**src/rtl/alu_rs_sched_pkg.sv**
```systemverilog
// Shared types and constants for the ALU reservation-station scheduler.
// The opcode values are the common encoding used by decoder and ALU.
package alu_rs_sched_pkg;

  localparam int RS_SIZE_DEF   = 8;
  localparam int ROB_IDX_W_DEF = 4;
  localparam int OPT_W_DEF     = 6;

  localparam logic TRUE  = 1'b1;
  localparam logic FALSE = 1'b0;

  typedef logic [31:0]              WORD_TP;
  typedef logic [ROB_IDX_W_DEF-1:0] ROB_IDX_TP;

  localparam WORD_TP ZERO_WORD = '0;

  typedef enum logic [OPT_W_DEF-1:0] {
    OPT_NONE = 6'd0,
    OPT_ADD  = 6'd1,
    OPT_SUB  = 6'd2,
    OPT_ADDI = 6'd3,
    OPT_AND  = 6'd4,
    OPT_OR   = 6'd5,
    OPT_XOR  = 6'd6,
    OPT_BEQ  = 6'd7,
    OPT_BNE  = 6'd8,
    OPT_BLT  = 6'd9
  } opt_e;

endpackage

```
**src/rtl/alu_rs_sched_pick.sv**
```systemverilog
// Find-first-set over a bit vector: lowest set index plus a found flag.
module rs_pick #(
  parameter int N = 8,
  localparam int IW = $clog2(N)
) (
  input  logic [N-1:0]  i_vec,
  output logic [IW-1:0] o_idx,
  output logic          o_found
);

  // Scanning high-to-low lets the lowest set bit overwrite the others.
  always_comb begin
    o_idx   = '0;
    o_found = 1'b0;
    for (int i = N - 1; i >= 0; i--) begin
      if (i_vec[i]) begin
        o_idx   = IW'(i);
        o_found = 1'b1;
      end
    end
  end

endmodule

```
**src/rtl/alu_rs_sched.sv**
```systemverilog
// Reservation station feeding the integer ALU: holds dispatched uops until
// both operands arrive via the CDB, then issues one per cycle to the ALU.
module alu_rs_sched
  import alu_rs_sched_pkg::*;
#(
  parameter int RS_SIZE   = RS_SIZE_DEF,
  parameter int ROB_IDX_W = ROB_IDX_W_DEF,
  parameter int OPT_W     = OPT_W_DEF
) (
  input  logic                 clk,
  input  logic                 rst,
  input  logic                 rdy,
  input  logic                 rob_flush,
  input  logic                 disp_en,
  input  logic [OPT_W-1:0]     disp_opt,
  input  logic [31:0]          disp_val1,
  input  logic [31:0]          disp_val2,
  input  logic                 disp_q1_busy,
  input  logic                 disp_q2_busy,
  input  logic [ROB_IDX_W-1:0] disp_q1,
  input  logic [ROB_IDX_W-1:0] disp_q2,
  input  logic [31:0]          disp_imm,
  input  logic [ROB_IDX_W-1:0] disp_rob_idx,
  output logic                 rs_full,
  input  logic                 cdb_alu_valid,
  input  logic                 cdb_lsb_valid,
  input  logic [ROB_IDX_W-1:0] cdb_alu_src,
  input  logic [ROB_IDX_W-1:0] cdb_lsb_src,
  input  logic [31:0]          cdb_alu_val,
  input  logic [31:0]          cdb_lsb_val,
  output logic                 alu_en,
  output logic [OPT_W-1:0]     alu_opt,
  output logic [31:0]          alu_val1,
  output logic [31:0]          alu_val2,
  output logic [31:0]          alu_imm,
  output logic [ROB_IDX_W-1:0] alu_rob_idx
);

  localparam int IW = $clog2(RS_SIZE);

  logic [RS_SIZE-1:0]   r_valid;
  logic [RS_SIZE-1:0]   r_q1b;
  logic [RS_SIZE-1:0]   r_q2b;
  logic [OPT_W-1:0]     r_opt [RS_SIZE];
  WORD_TP               r_v1  [RS_SIZE];
  WORD_TP               r_v2  [RS_SIZE];
  WORD_TP               r_imm [RS_SIZE];
  logic [ROB_IDX_W-1:0] r_q1  [RS_SIZE];
  logic [ROB_IDX_W-1:0] r_q2  [RS_SIZE];
  logic [ROB_IDX_W-1:0] r_rob [RS_SIZE];

  logic [RS_SIZE-1:0] w_ready;
  logic [IW-1:0]      w_free_idx;
  logic               w_free_found;
  logic [IW-1:0]      w_rdy_idx;
  logic               w_rdy_found;
  logic               w_dispatch;
  logic               w_d_q1b;
  logic               w_d_q2b;
  WORD_TP             w_d_v1;
  WORD_TP             w_d_v2;

  // Readiness uses start-of-cycle busy bits, so a same-cycle wakeup waits a cycle.
  assign w_ready    = r_valid & ~r_q1b & ~r_q2b;
  assign rs_full    = &r_valid;
  assign w_dispatch = disp_en & w_free_found & ~rob_flush & rdy;

  rs_pick #(.N(RS_SIZE)) u_pick_free (
    .i_vec   (~r_valid),
    .o_idx   (w_free_idx),
    .o_found (w_free_found)
  );

  rs_pick #(.N(RS_SIZE)) u_pick_ready (
    .i_vec   (w_ready),
    .o_idx   (w_rdy_idx),
    .o_found (w_rdy_found)
  );

  // Capture a same-cycle broadcast for operands that are still pending at dispatch.
  always_comb begin
    w_d_v1  = disp_val1;
    w_d_q1b = disp_q1_busy;
    w_d_v2  = disp_val2;
    w_d_q2b = disp_q2_busy;
    if (disp_q1_busy) begin
      if (cdb_alu_valid && cdb_alu_src == disp_q1) begin
        w_d_v1  = cdb_alu_val;
        w_d_q1b = 1'b0;
      end else if (cdb_lsb_valid && cdb_lsb_src == disp_q1) begin
        w_d_v1  = cdb_lsb_val;
        w_d_q1b = 1'b0;
      end
    end
    if (disp_q2_busy) begin
      if (cdb_alu_valid && cdb_alu_src == disp_q2) begin
        w_d_v2  = cdb_alu_val;
        w_d_q2b = 1'b0;
      end else if (cdb_lsb_valid && cdb_lsb_src == disp_q2) begin
        w_d_v2  = cdb_lsb_val;
        w_d_q2b = 1'b0;
      end
    end
  end

  always_ff @(posedge clk) begin
    if (rst) begin
      r_valid     <= '0;
      alu_en      <= FALSE;
      alu_opt     <= '0;
      alu_val1    <= ZERO_WORD;
      alu_val2    <= ZERO_WORD;
      alu_imm     <= ZERO_WORD;
      alu_rob_idx <= '0;
    end else if (rdy) begin
      if (rob_flush) begin
        r_valid <= '0;
        alu_en  <= FALSE;
      end else begin
        for (int i = 0; i < RS_SIZE; i++) begin
          if (r_valid[i] && r_q1b[i]) begin
            if (cdb_alu_valid && cdb_alu_src == r_q1[i]) begin
              r_v1[i]  <= cdb_alu_val;
              r_q1b[i] <= 1'b0;
            end else if (cdb_lsb_valid && cdb_lsb_src == r_q1[i]) begin
              r_v1[i]  <= cdb_lsb_val;
              r_q1b[i] <= 1'b0;
            end
          end
          if (r_valid[i] && r_q2b[i]) begin
            if (cdb_alu_valid && cdb_alu_src == r_q2[i]) begin
              r_v2[i]  <= cdb_alu_val;
              r_q2b[i] <= 1'b0;
            end else if (cdb_lsb_valid && cdb_lsb_src == r_q2[i]) begin
              r_v2[i]  <= cdb_lsb_val;
              r_q2b[i] <= 1'b0;
            end
          end
        end

        if (w_rdy_found) begin
          alu_en              <= TRUE;
          alu_opt             <= r_opt[w_rdy_idx];
          alu_val1            <= r_v1[w_rdy_idx];
          alu_val2            <= r_v2[w_rdy_idx];
          alu_imm             <= r_imm[w_rdy_idx];
          alu_rob_idx         <= r_rob[w_rdy_idx];
          r_valid[w_rdy_idx]  <= 1'b0;
        end else begin
          alu_en <= FALSE;
        end

        // The free slot was invalid at cycle start, so it never collides with issue or wakeup.
        if (w_dispatch) begin
          r_valid[w_free_idx] <= 1'b1;
          r_opt[w_free_idx]   <= disp_opt;
          r_v1[w_free_idx]    <= w_d_v1;
          r_v2[w_free_idx]    <= w_d_v2;
          r_q1b[w_free_idx]   <= w_d_q1b;
          r_q2b[w_free_idx]   <= w_d_q2b;
          r_q1[w_free_idx]    <= disp_q1;
          r_q2[w_free_idx]    <= disp_q2;
          r_imm[w_free_idx]   <= disp_imm;
          r_rob[w_free_idx]   <= disp_rob_idx;
        end
      end
    end
  end

endmodule

```
**config.mk**
```make
export PLATFORM = sky130hd
export DESIGN_NAME = alu_rs_sched
export DESIGN_NICKNAME = d
export VERILOG_FILES = /design/src/rtl/alu_rs_sched_pkg.sv /design/src/rtl/alu_rs_sched_pick.sv /design/src/rtl/alu_rs_sched.sv
export SDC_FILE = /design/constraint.sdc
export NUM_CORES = 2
export LEC_CHECK = 0
export CAP_MARGIN = 20
export CORE_MARGIN = 1
export CORE_UTILIZATION = 61
export CTS_CLUSTER_SIZE = 12
export DETAILED_ROUTE_END_ITERATION = 10
export PLACE_DENSITY = 0.81
export REMOVE_ABC_BUFFERS = 1
export SLEW_MARGIN = 15
export SYNTH_ARGS = -nofsm -noshare
export SYNTH_HDL_FRONTEND = slang
export SYNTH_SLANG_ARGS = --single-unit
export TNS_END_PERCENT = 20
```
**constraint.sdc**
```tcl
create_clock -name clk -period 4.7 [get_ports clk]
set_input_delay 0.47 -clock clk [delete_from_list [all_inputs] [get_ports clk]]
set_output_delay 0.47 -clock clk [all_outputs]
set_load 0.05 [all_outputs]
```
==> summary.txt <==
Outcome
  • Outcome: finished clean

STA
  • Final Hold Fails: 0
  • Final slew viol count: 0
  • Total negative slack: 0 ps
  • Final Skew: 39.2 ps
  • Worst slew margin: 0.220
  • Final Cycle Share: 0.818
  • Max Fclk: around 0.26 GHz
  • Slew @ Worst Pin: approximately 1200 ps
  • Min Hold Slack: between 400 and 500 ps
  • Post-route setup slack: approximately 860 ps
  • Setup violations, final: 0
  • RSZ-0062 raised after global routing: no
  • Minimum clock period: 3840 ps

Clock tree
  • CTS sink cnt: 1043
  • CTS Buffer Depth: 3
  • H-tree depth: 3
  • Hold_buf cts: 0
  • CTS tree: yes
  • Post_cts resized: 0
  • Clock Root Buffer: clkbuf_16
  • Worst-Skew Late Latency: 720 ps
  • Reg clk slew, reported paths: 60 ps
  • Post-CTS setup buffers: 0
  • CTS buffer count: 109

Final layout
  • Final Cell Area: 0.0616 sq mm
  • Share of cells above drive strength 1: 0.0922
  • Non-Filler Instances: 5566
  • Area added between synthesis and finish: 15.7%
  • Final #Nets: approximately 4500
  • Fillers: 5736
  • Core Util, Final: 0.718

Pwr
  • VDD IR max: 340 uV
  • Leakage: approximately 23 nW
  • PwrDens: about 320 mW/mm^2
  • Total Power: 19.9 mW

Global route
  • Overall Global Routing Usage: 0.407
  • First-pass GRT wire length: around 270000 microns
  • Largest net degree at the start of global routing: 114
  • Vias in the first global route: 40600
  • Grt total ovfl: 0
  • Initial antenna violation count: 14

Synth
  • Post-synthesis async set-or-reset flop share: 0
  • Area contributors post-synth: edfxtp_1, mux2i_1, dfxtp_1
  • Avg Cell Area, Syn: 12.7 sq um
  • Synth area leader: edfxtp_1
  • Sequential share of the synthesized area: 0.567
  • Synth Cell Area: approximately 0.053 sq mm
  • Post-synthesis cell count: 4187
  • Yosys warns: 0
  • Register bit count reported by yosys: ~1000
  • Number of synthesized flops with an enable pin: 928
  • Post-synth top area share: 0.523
  • Synth cell types: 62
  • Main synth FF type: edfxtp_1

Drt
  • DR WL/cell: between 30 and 40 microns
  • Via count: 40800
  • Post-route ant nets: 0
  • WL final: 185000 microns
  • DRC: 0
  • Vias per inst: around 7.3
  • Drt initial violations: 5498
  • Router iterations before antenna repair: 9

Placed design
  • Placed instance count: 5349
  • Placed Area: 0.0580 sq mm
  • Final RePlAce weighted congestion: between 0.9 and 1
  • Post-Place Worst Slack: 732 ps
  • Buffers on Ports: between 300 and 400
  • DP HPWL: 103000 microns

Floorplan
  • Starting Density: 0.620
  • Chip width: 297 microns
  • I/O pin cnt: 303
  • Cell Rows: between 100 and 150
  • Full die area: ~0.088 sq mm
  • Die height: 297 microns
  • Placeable Area: 0.0858 sq mm

Worst hold path
  • Min-delay worst type: in2reg

Critical path
  • Crit path required time: 4230 ps
  • Critical path data arrival time: about 3400 ps
  • CP max FO: 13
  • Setup Crit Path Kind: reg2out
  • CP Launch Type: flop
  • Crit. End Element: output port

Job
  • Max-cap violations: 0
## placed cells by master, fill, tap and decap left out, drive strengths merged, types with 4 or more instances in the layout
cell,instances
a31oi,89
o21a,4
or3,5
a311oi,4
nand3,54
diode,8
a22o,165
a21oi,210
clkbuf,168
nor3,100
a211oi,4
xor2,102
nor3b,8
nor2,63
buf,179
o22ai,74
o221ai,9
xnor2,42
a2bb2oi,4
nor2b,19
nand4,6
clkdlybuf4s50,301
o21ai,188
mux2i,1082
or3b,8
dfxtp,115
o31a,19
a22oi,112
a31o,4
inv,47
a221o,92
edfxtp,928
bufinv,4
nand2,124
and3,10
clkinv,33
nor4,20
## sequential cells by signal (all words and copies together), names as in the netlist
register	count
alu_en	1
alu_imm	32
alu_opt	6
alu_rob_idx	4
alu_val1	32
alu_val2	32
r_imm	256
r_opt	48
r_q1	32
r_q1b	8
r_q2	32
r_q2b	8
r_rob	32
r_v1	256
r_v2	256
r_valid	8
## area by class of cell
type / count / area [sq um] / area share
flip-flops and latches: 1043 / 30200 / 0.490
well taps: 1144 / 1430 / 0.0232
clock buffers: 168 / 3050 / 0.0495
diodes: 8 / 20.0 / 0.000325
clock inverters: 37 / 439 / 0.00713
multi-input cells: 2638 / 21500 / 0.348
inverters: 48 / 180 / 0.00292
repair buffers: 480 / 4850 / 0.0788
## where the power goes
part           switching, mW  internal, mW
combinational          0.827         0.485
clock                   3.76          4.72
sequential            0.0189          10.1
## worst max-delay path, stage by stage (launching register included)
cell             delay (ps)
dfxtp_1                 570
and2_1                  240
nand3_1                 110
nor4_1                  770
clkdlybuf4s50_1         980
## synth_stat cells (6+ instances only)
cell type  count
o31a_1        19
nor3b_1        7
and3_1        10
o221ai_1       9
edfxtp_1     928
a221o_1       92
nand2_1      123
mux2i_1     1082
o21ai_1        9
a21oi_1      210
buf_2        124
a31oi_1       88
clkbuf_1     286
o21ai_0      179
nor3_1        85
dfxtp_1      115
nor2_1        62
a22oi_1      112
nand4_1        6
nor2b_1       19
xnor2_1       42
inv_1         45
xor2_1       102
o22ai_1       74
nand3_1       54
nor3_2        15
buf_1         37
a22o_1       165
nor4_1        17
buf_4         10
## final timing paths
path,startpoint,to,slack (ps),depth (start not counted)
worst max-delay path,r_valid[2],rs_full,860,4
worst min-delay path,rst,alu_opt[2],420,3
worst max register to register,r_valid[2],alu_opt[0],1030,8
worst min register to register,alu_imm[22],alu_imm[22],480,1
## layer usage
metal,share of wire,up-vias,GRT usage
met5,0.00052,-,0
met4,0.071,16,0.252
met3,0.14,855,0.112
met2,0.45,3631,0.632
met1,0.34,19800,0.506
li1,-,16500,-
## cell families (layout without fill, tap and decap cells)
logic type             after synthesis  after routing  synth area share
AO/OA/AOI/OAI                      987            987             0.126
XOR/XNOR                           144            144            0.0237
buffers and inverters              506            733            0.0394
flip-flops                        1043           1043             0.567
multiplexers                      1082           1082             0.203
other                                0              8                 0
AND/OR/NAND/NOR                    425            425            0.0404
Power figures use the tool's default switching activity.
